$ cat config.mk
export PLATFORM = sky130hd
export DESIGN_NAME = alu_bitserial_seq
export DESIGN_NICKNAME = d
export VERILOG_FILES = /design/src/rtl/alu_bitserial_seq.sv
export SDC_FILE = /design/constraint.sdc
export NUM_CORES = 1
export LEC_CHECK = 0
export CAP_MARGIN = 20
export CORE_ASPECT_RATIO = 1.25
export CORE_MARGIN = 2
export CORE_UTILIZATION = 48
export CTS_CLUSTER_SIZE = 16
export DETAILED_ROUTE_END_ITERATION = 8
export PLACE_DENSITY_LB_ADDON = 0.05
export SLEW_MARGIN = 20
export SYNTH_ARGS = -nofsm -noshare
export SYNTH_HDL_FRONTEND = slang
export SYNTH_SLANG_ARGS = --single-unit
$ cat constraint.sdc
create_clock -name clk -period 2.4 [get_ports clk]
set_input_delay 0.24 -clock clk [delete_from_list [all_inputs] [get_ports clk]]
set_output_delay 0.24 -clock clk [all_outputs]
set_load 0.05 [all_outputs]
$ cat src/rtl/alu_bitserial_seq.sv
// Bit-serial logic unit: evaluates AND/OR/NAND/NOR one bit per cycle, LSB first.
// Optional zero-result flag output is built when ALU_SEQ_ZERO_FLAG_EN is defined.
module alu_bitserial_seq #(
    parameter int WIDTH = 8
) (
    input  logic             clk,
    input  logic             rst,
    input  logic             in_valid,
    output logic             in_ready,
    input  logic [WIDTH-1:0] a,
    input  logic [WIDTH-1:0] b,
    input  logic [1:0]       op,
    output logic [WIDTH-1:0] res,
    output logic             res_valid,
    input  logic             res_ready,
    output logic             busy,
`ifdef ALU_SEQ_ZERO_FLAG_EN
    output logic             zero,
`endif
    output logic [1:0]       dbg_state
);

    localparam int CW = (WIDTH > 1) ? $clog2(WIDTH) : 1;

    typedef enum logic [1:0] {
        IDLE = 2'd0,
        RUN  = 2'd1,
        DONE = 2'd2
    } state_t;

    state_t           state;
    state_t           state_nx;
    logic [CW-1:0]    cnt;
    logic [WIDTH-1:0] a_q;
    logic [WIDTH-1:0] b_q;
    logic [1:0]       op_q;
    logic [WIDTH-1:0] res_q;
    logic [WIDTH-1:0] res_set;
    logic             accept;
    logic             consume;
    logic             last_bit;
    logic             bit_val;

    // Handshakes: a transfer happens on a rising edge where valid and ready are
    // both high; valid never depends on ready, and neither side may retract valid.
    assign accept   = in_valid & in_ready;
    assign consume  = res_valid & res_ready;
    assign last_bit = (cnt == CW'(WIDTH - 1));

    always_comb begin
        bit_val = 1'b0;
        case (op_q)
            2'b00:   bit_val = a_q[cnt] & b_q[cnt];
            2'b01:   bit_val = a_q[cnt] | b_q[cnt];
            2'b10:   bit_val = ~(a_q[cnt] & b_q[cnt]);
            default: bit_val = ~(a_q[cnt] | b_q[cnt]);
        endcase
    end

    // Result word with the current bit merged in; higher bits are still zero.
    always_comb begin
        res_set      = res_q;
        res_set[cnt] = bit_val;
    end

    always_ff @(posedge clk or posedge rst) begin
        if (rst) begin
            state <= IDLE;
        end else begin
            state <= state_nx;
        end
    end

    always_comb begin
        state_nx = state;
        case (state)
            IDLE:    if (accept) state_nx = RUN;
            RUN:     if (last_bit) state_nx = DONE;
            DONE:    if (consume) state_nx = IDLE;
            default: state_nx = IDLE;
        endcase
    end

    always_ff @(posedge clk or posedge rst) begin
        if (rst) begin
            a_q   <= '0;
            b_q   <= '0;
            op_q  <= 2'b00;
            cnt   <= '0;
            res_q <= '0;
        end else if (accept) begin
            a_q   <= a;
            b_q   <= b;
            op_q  <= op;
            cnt   <= '0;
            res_q <= '0;
        end else if (state == RUN) begin
            res_q <= res_set;
            if (!last_bit) begin
                cnt <= cnt + CW'(1);
            end
        end
    end

`ifdef ALU_SEQ_ZERO_FLAG_EN
    logic zero_q;

    always_ff @(posedge clk or posedge rst) begin
        if (rst) begin
            zero_q <= 1'b0;
        end else if (state == RUN && last_bit) begin
            zero_q <= (res_set == '0);
        end else if (state != DONE || consume) begin
            zero_q <= 1'b0;
        end
    end

    assign zero = zero_q;
`endif

    // in_ready is held low while rst is asserted so every output reads 0 in reset.
    assign in_ready  = (state == IDLE) & ~rst;
    assign res_valid = (state == DONE);
    assign busy      = (state == RUN);
    assign res       = res_q;
    assign dbg_state = state;

endmodule

After elaboration in Yosys (flattened, before gate mapping)
Cells that the tools add are included.
W data, S select, Z words.

word-level totals
  output and inout bits = 13
  ROM bits = 0
  logic and storage cells = 49
  bits in writable memories = 0
  latch bits = 0
  register bits = 31
  memories = 0

cells by class
  equality and inequality tests = 9
  add/sub/neg operators = 1
  shift-type cells = 0
  reduce and logical (&&, ||, !) cells = 6
  bitwise operators = 8
  order comparisons = 2
  multiplexer cells = 17
  multiply operators = 0
  div/mod/pow operators = 0

operator list
  kind                   count
  $mux W8                2
  $mux W3                3
  $bwmux W8              1
  $bmux W1 S3            2
  $mux W2                3
  $pmux W2 S3            1
  $and A1 B1 Y1          4
  $eq A2 B1 Y1 const B   2
  $eq A2 B2 Y1 const B   2
  $logic_not A2 Y1       2
  $lt A3 B4 Y1 const B   1
  $ne A2 B1 Y1 const B   2
  $ne A2 B2 Y1 const B   2
  $add A3 B1 Y3 const B  1
  $demux W1 S3           1
  $eq A3 B3 Y1 const B   1
  $ge A3 B1 Y1 const B   1
  $mux W1                3
  $not A1 Y1             3
  $pmux W1 S3            1
  $reduce_and A3 Y1      1
  $reduce_and A2 Y1      1
  $reduce_bool A2 Y1     1
  $logic_and A1 B1 Y1    1
  $or A1 B1 Y1           1

Longest topological paths before layout
  depth after elaboration = 8
  depth in mapped cells = 6
  depth with buffers taken out = 6

Worst setup path before layout
Ideal clock, no wire load.

  path kind = reg2reg
  from = register state[0] (netlist: dbg_state[0])
  to = register res_q[7] (netlist: res[7])
  required time = 2.272 ns
  cell stages (with the launch flop) = 6
  setup slack = -0.283 ns
  period minus slack after synthesis = 2.683 ns
  arrival time = 2.555 ns
  path buffers = 1
  library setup time = 0.128 ns
  cells stage by stage = dfrtp_1 -> nor3_1 -> nand2_1 -> clkbuf_1 -> o21ai_0 -> a21oi_1

between the ends
  longest elaborated chain between the ends = 4
  elaborated cells between the ends (all ways) = 6
  those cells by class = eq/ne: 1; mux: 1; bitwise: 2; reduce/logical: 2

RTL lines
  what                                           line  RTL
  start, declared                                31    state_t state;
  start signal, assigned                         70    state <= state_nx;
  $logic_not A2 Y1 *                             122   assign in_ready = (state == IDLE) & ~rst;
  $and A1 B1 Y1 *                                122
  via in_ready                                   9     output logic in_ready,
  $and A1 B1 Y1 *                                46    assign accept = in_valid & in_ready;
  $mux W8 or $reduce_bool A2 Y1 (tied branches)  -
  end signal, assigned                           98    res_q <= res_set;
  end, declared                                  37    logic [WIDTH-1:0] res_q;

Mark *: on every way through the listed nets, which the timed path passes. The rest lies on a longest branch.
A chain may end at the register's enable or synchronous reset.

Worst setup path after layout
  from = register cnt[0]
  to = register res_q[7] (netlist: res[7])

between the ends
  longest elaborated chain between the ends = 8
  elaborated cells between the ends (all ways) = 17
  those cells by class = order compare: 2; mux: 10; bitwise: 4; reduce/logical: 1

RTL lines
  what                                           line    RTL
  start, declared                                33      logic [CW-1:0] cnt;
  start signal, assigned                         100     cnt <= cnt + CW'(1);
  $bmux W1 S3                                    -
  $mux W1 (not written as such)                  -
  $or A1 B1 Y1 or $and A1 B1 Y1 (tied branches)  -
  $not A1 Y1 (on tied branches)                  56, 55
  $pmux W1 S3                                    52      case (op_q)
  $bwmux W8 *                                    63      res_set[cnt] = bit_val;
  $mux W8 *                                      97      end else if (state == RUN) begin
  $mux W8 *                                      91      end else if (accept) begin

Mark *: on every way between the ends. The rest lies on a longest branch, timed or not. The select of a mux whose other input is x is not followed.

==> results.json <==
{
  "via_per_inst": 5.00,
  "pwr-share-comb_pct": 50.5,
  "period_needed_ns": 2.19,
  "p_clk_share_pct": 13.1,
  "worst_setup_path_end_kind": "register",
  "hold_path.class": "in -> async",
  "dieArea_mm2": 0.00345,
  "worst-setup-path-type": "reg -> reg",
  "p_leak_nw": 0.906,
  "clkTransAtPathRegs_ns": 0.09,
  "grt_usage_pct": 20.5,
  "switching_share_pct": 42.2,
  "cts_tree": "built",
  "grt_max_degree": 32,
  "die-height_um": 65.2,
  "wl_per_cell_um": 12.0,
  "cts_max_level": 2,
  "p_seq_share_pct": 36.4,
  "antenna_found_initial": 0,
  "rsz0062_at_grt": "false",
  "die-width_um": 52.9,
  "synth_seq_area_share_pct": 54.0,
  "slew_viol_final": 0,
  "worst_r2r_startpoint": "cnt[0]",
  "maxClockFrequency_mhz": 456,
  "final_layout_size_suffix_gt1_share_pct": 8.99,
  "fin_skew_ns": 0.00704,
  "r2r-end": "res[7]",
  "root_buffer": "clkbuf_4",
  "ys_types": 21,
  "required_ns": 2.62,
  "avgSynthCellArea_um2": 9.64,
  "area_growth_pct": 32.0,
  "ir_drop_mv": 0.824,
  "r2r_cells": 5,
  "path_max_fanout": 8,
  "relSlewSlack_pct": 65.6,
  "dp_hpwl_um": 1980,
  "max_slew.worst_pin.slew_ns": 0.515,
  "p_int_w": 0.00153,
  "status": "finished clean",
  "synthCells": 149,
  "drtPass1Iterations": 4,
  "clock_latency_ns": 0.34,
  "port_buffers": 34,
  "drtIter0Drc": 25,
  "cp.arrival_ns": 2.42,
  "core_area_mm2": 0.00289,
  "pwr_density_cell_mw_per_mm2": 1390,
  "syn_nets": 173,
  "grt_pass1_vias": 1154,
  "setup_tns_ns": 0,
  "yosysWarnings": 0,
  "drc": 0,
  "start_util_pct": 49.7,
  "rows": 22,
  "cts_made_buffers": 5,
  "place.gp.congestion": 0.810,
  "finalHoldViolations": 0,
  "grt_pass1_wl_um": 5020,
  "drv_cap": 0,
  "post-route-period-util_pct": 91.4,
  "finalNetCount": 212,
  "wirelength_um": 2710,
  "clockBufferDepth": 2,
  "hold_slack_ns": 0.326,
  "synth_area_mm2": 0.00144,
  "cts_hold_buf": 0,
  "vias": 1124,
  "r2r_slack_ns": 0.21,
  "gr-total-overflow": 0,
  "cts_setup_buffers": 0,
  "setup_viol": 0,
  "worst_setup_path_start_kind": "register",
  "cts.sink_count": 31,
  "p_switching_w": 0.00111,
  "ant_nets": 0,
  "io_pins": 35,
  "antenna_cells": 0,
  "synth_seq_cells": 31,
  "cts_resized": 0
}
how the worst max path moves through the flow:
stage | from | endpoint | slack, ns | depth (start not counted)
after floorplan | dbg_state[1] | res[7] | 0.25 | 5
after global placement | cnt[0] | res[7] | 0.25 | 5
after detailed placement | cnt[0] | res[3] | 0.19 | 5
after CTS | cnt[0] | res[3] | 0.18 | 5
after global routing | cnt[0] | res[0] | 0.08 | 5
final | cnt[0] | res[7] | 0.21 | 5
synth_stat cells:
cell      number  area share, %
a21oi_1       10            3.5
a22o_1         1           0.61
and2_1         1           0.44
buf_6          1           0.78
clkbuf_1       5            1.3
dfrtp_1       31             54
ha_1           2            1.7
inv_1          2           0.52
inv_2          1           0.26
maj3_2         1           0.78
mux2_2         2            1.6
mux4_1         4            7.3
nand2_1       59             15
nand2b_1       3            1.3
nor2_1         8            2.1
nor2b_1        1           0.44
nor3_1         3            1.0
o21ai_0       11            3.8
or2b_1         1           0.52
xnor2_1        1           0.61
xnor2_4        1            1.9
metrics by stage:
stage / utilization [%] / power, W / cells / instance area, um2 / setup WS, ns
6_report: 65.6 / 0.00264 / 225 / 1900 / 0.205
3_3_place_gp: 63.2 / 0.00229 / 217 / 1830 / 0.247
4_1_cts: 65.6 / 0.00268 / 225 / 1900 / 0.176
5_1_grt: 65.6 / 0.00285 / 225 / 1900 / 0.0818
3_5_place_dp: 63.2 / 0.00233 / 217 / 1830 / 0.185
2_1_floorplan: - / 0.00196 / 149 / 1440 / 0.255
worst max-delay path, cell delays in order, from the launching register on:
cell	delay, ns
dfrtp_1	0.51
mux4_1	0.59
mux2_2	0.28
maj3_2	0.35
xnor2_4	0.24
a21oi_1	0.11
power by group through the flow:
stage	sequential [W]	clock [W]	combinational, W
5_1_grt	0.00100	0.000375	0.00148
2_1_floorplan	0.00115	0	0.000808
3_5_place_dp	0.000980	0	0.00135
6_report	0.000961	0.000346	0.00134
3_3_place_gp	0.000970	0	0.00132
4_1_cts	0.000968	0.000354	0.00135
logic make-up (layout without fill, tap and decap cells):
kind of cell / count (synthesis) / after routing / share of synthesized area, %
AOI/OAI and AO/OA: 22 / 22 / 7.93
adders and majority gates: 3 / 3 / 2.53
DFF: 31 / 31 / 54.0
xor gates and xnor gates: 2 / 2 / 2.53
and+or+nand+nor: 76 / 76 / 21.3
buffers and inverters: 9 / 49 / 2.87
muxes: 6 / 6 / 8.88
state kept, by name, summed over array words and instances, names as in the netlist:
register and flops:
b_q 8, op_q 2, dbg_state 2, res 8, a_q 8, cnt 3
layout by cell type, fill, tap and decap left out, types with 2 or more instances in the layout:
master and count:
dfrtp_1 31, mux2_2 2, nor2_1 8, ha_1 2, o21ai_0 11, nor3_1 2, nand2_1 59, nand2b_1 3
a21oi_1 10, clkbuf_4 5, mux4_1 4, clkdlybuf4s50_1 34, clkbuf_8 2, buf_4 4, inv_1 2
area by class of cell:
class	instances	area [um2]
repair buffers	38	370
multi-input cells	109	624
well taps	36	45.0
clock buffers	8	68.8
inverters	3	11.3
flip-flops and latches	31	776
fillers	264	995
metal layers:
| layer | track usage [%] | wire [um] |
|---|---|---|
| met5 | 0 | 0 |
| met4 | 12.5 | 97 |
| met3 | 6.59 | 166 |
| met2 | 32.8 | 1300 |
| met1 | 23.3 | 1150 |
Note: power is estimated with default switching activity, not from simulation.
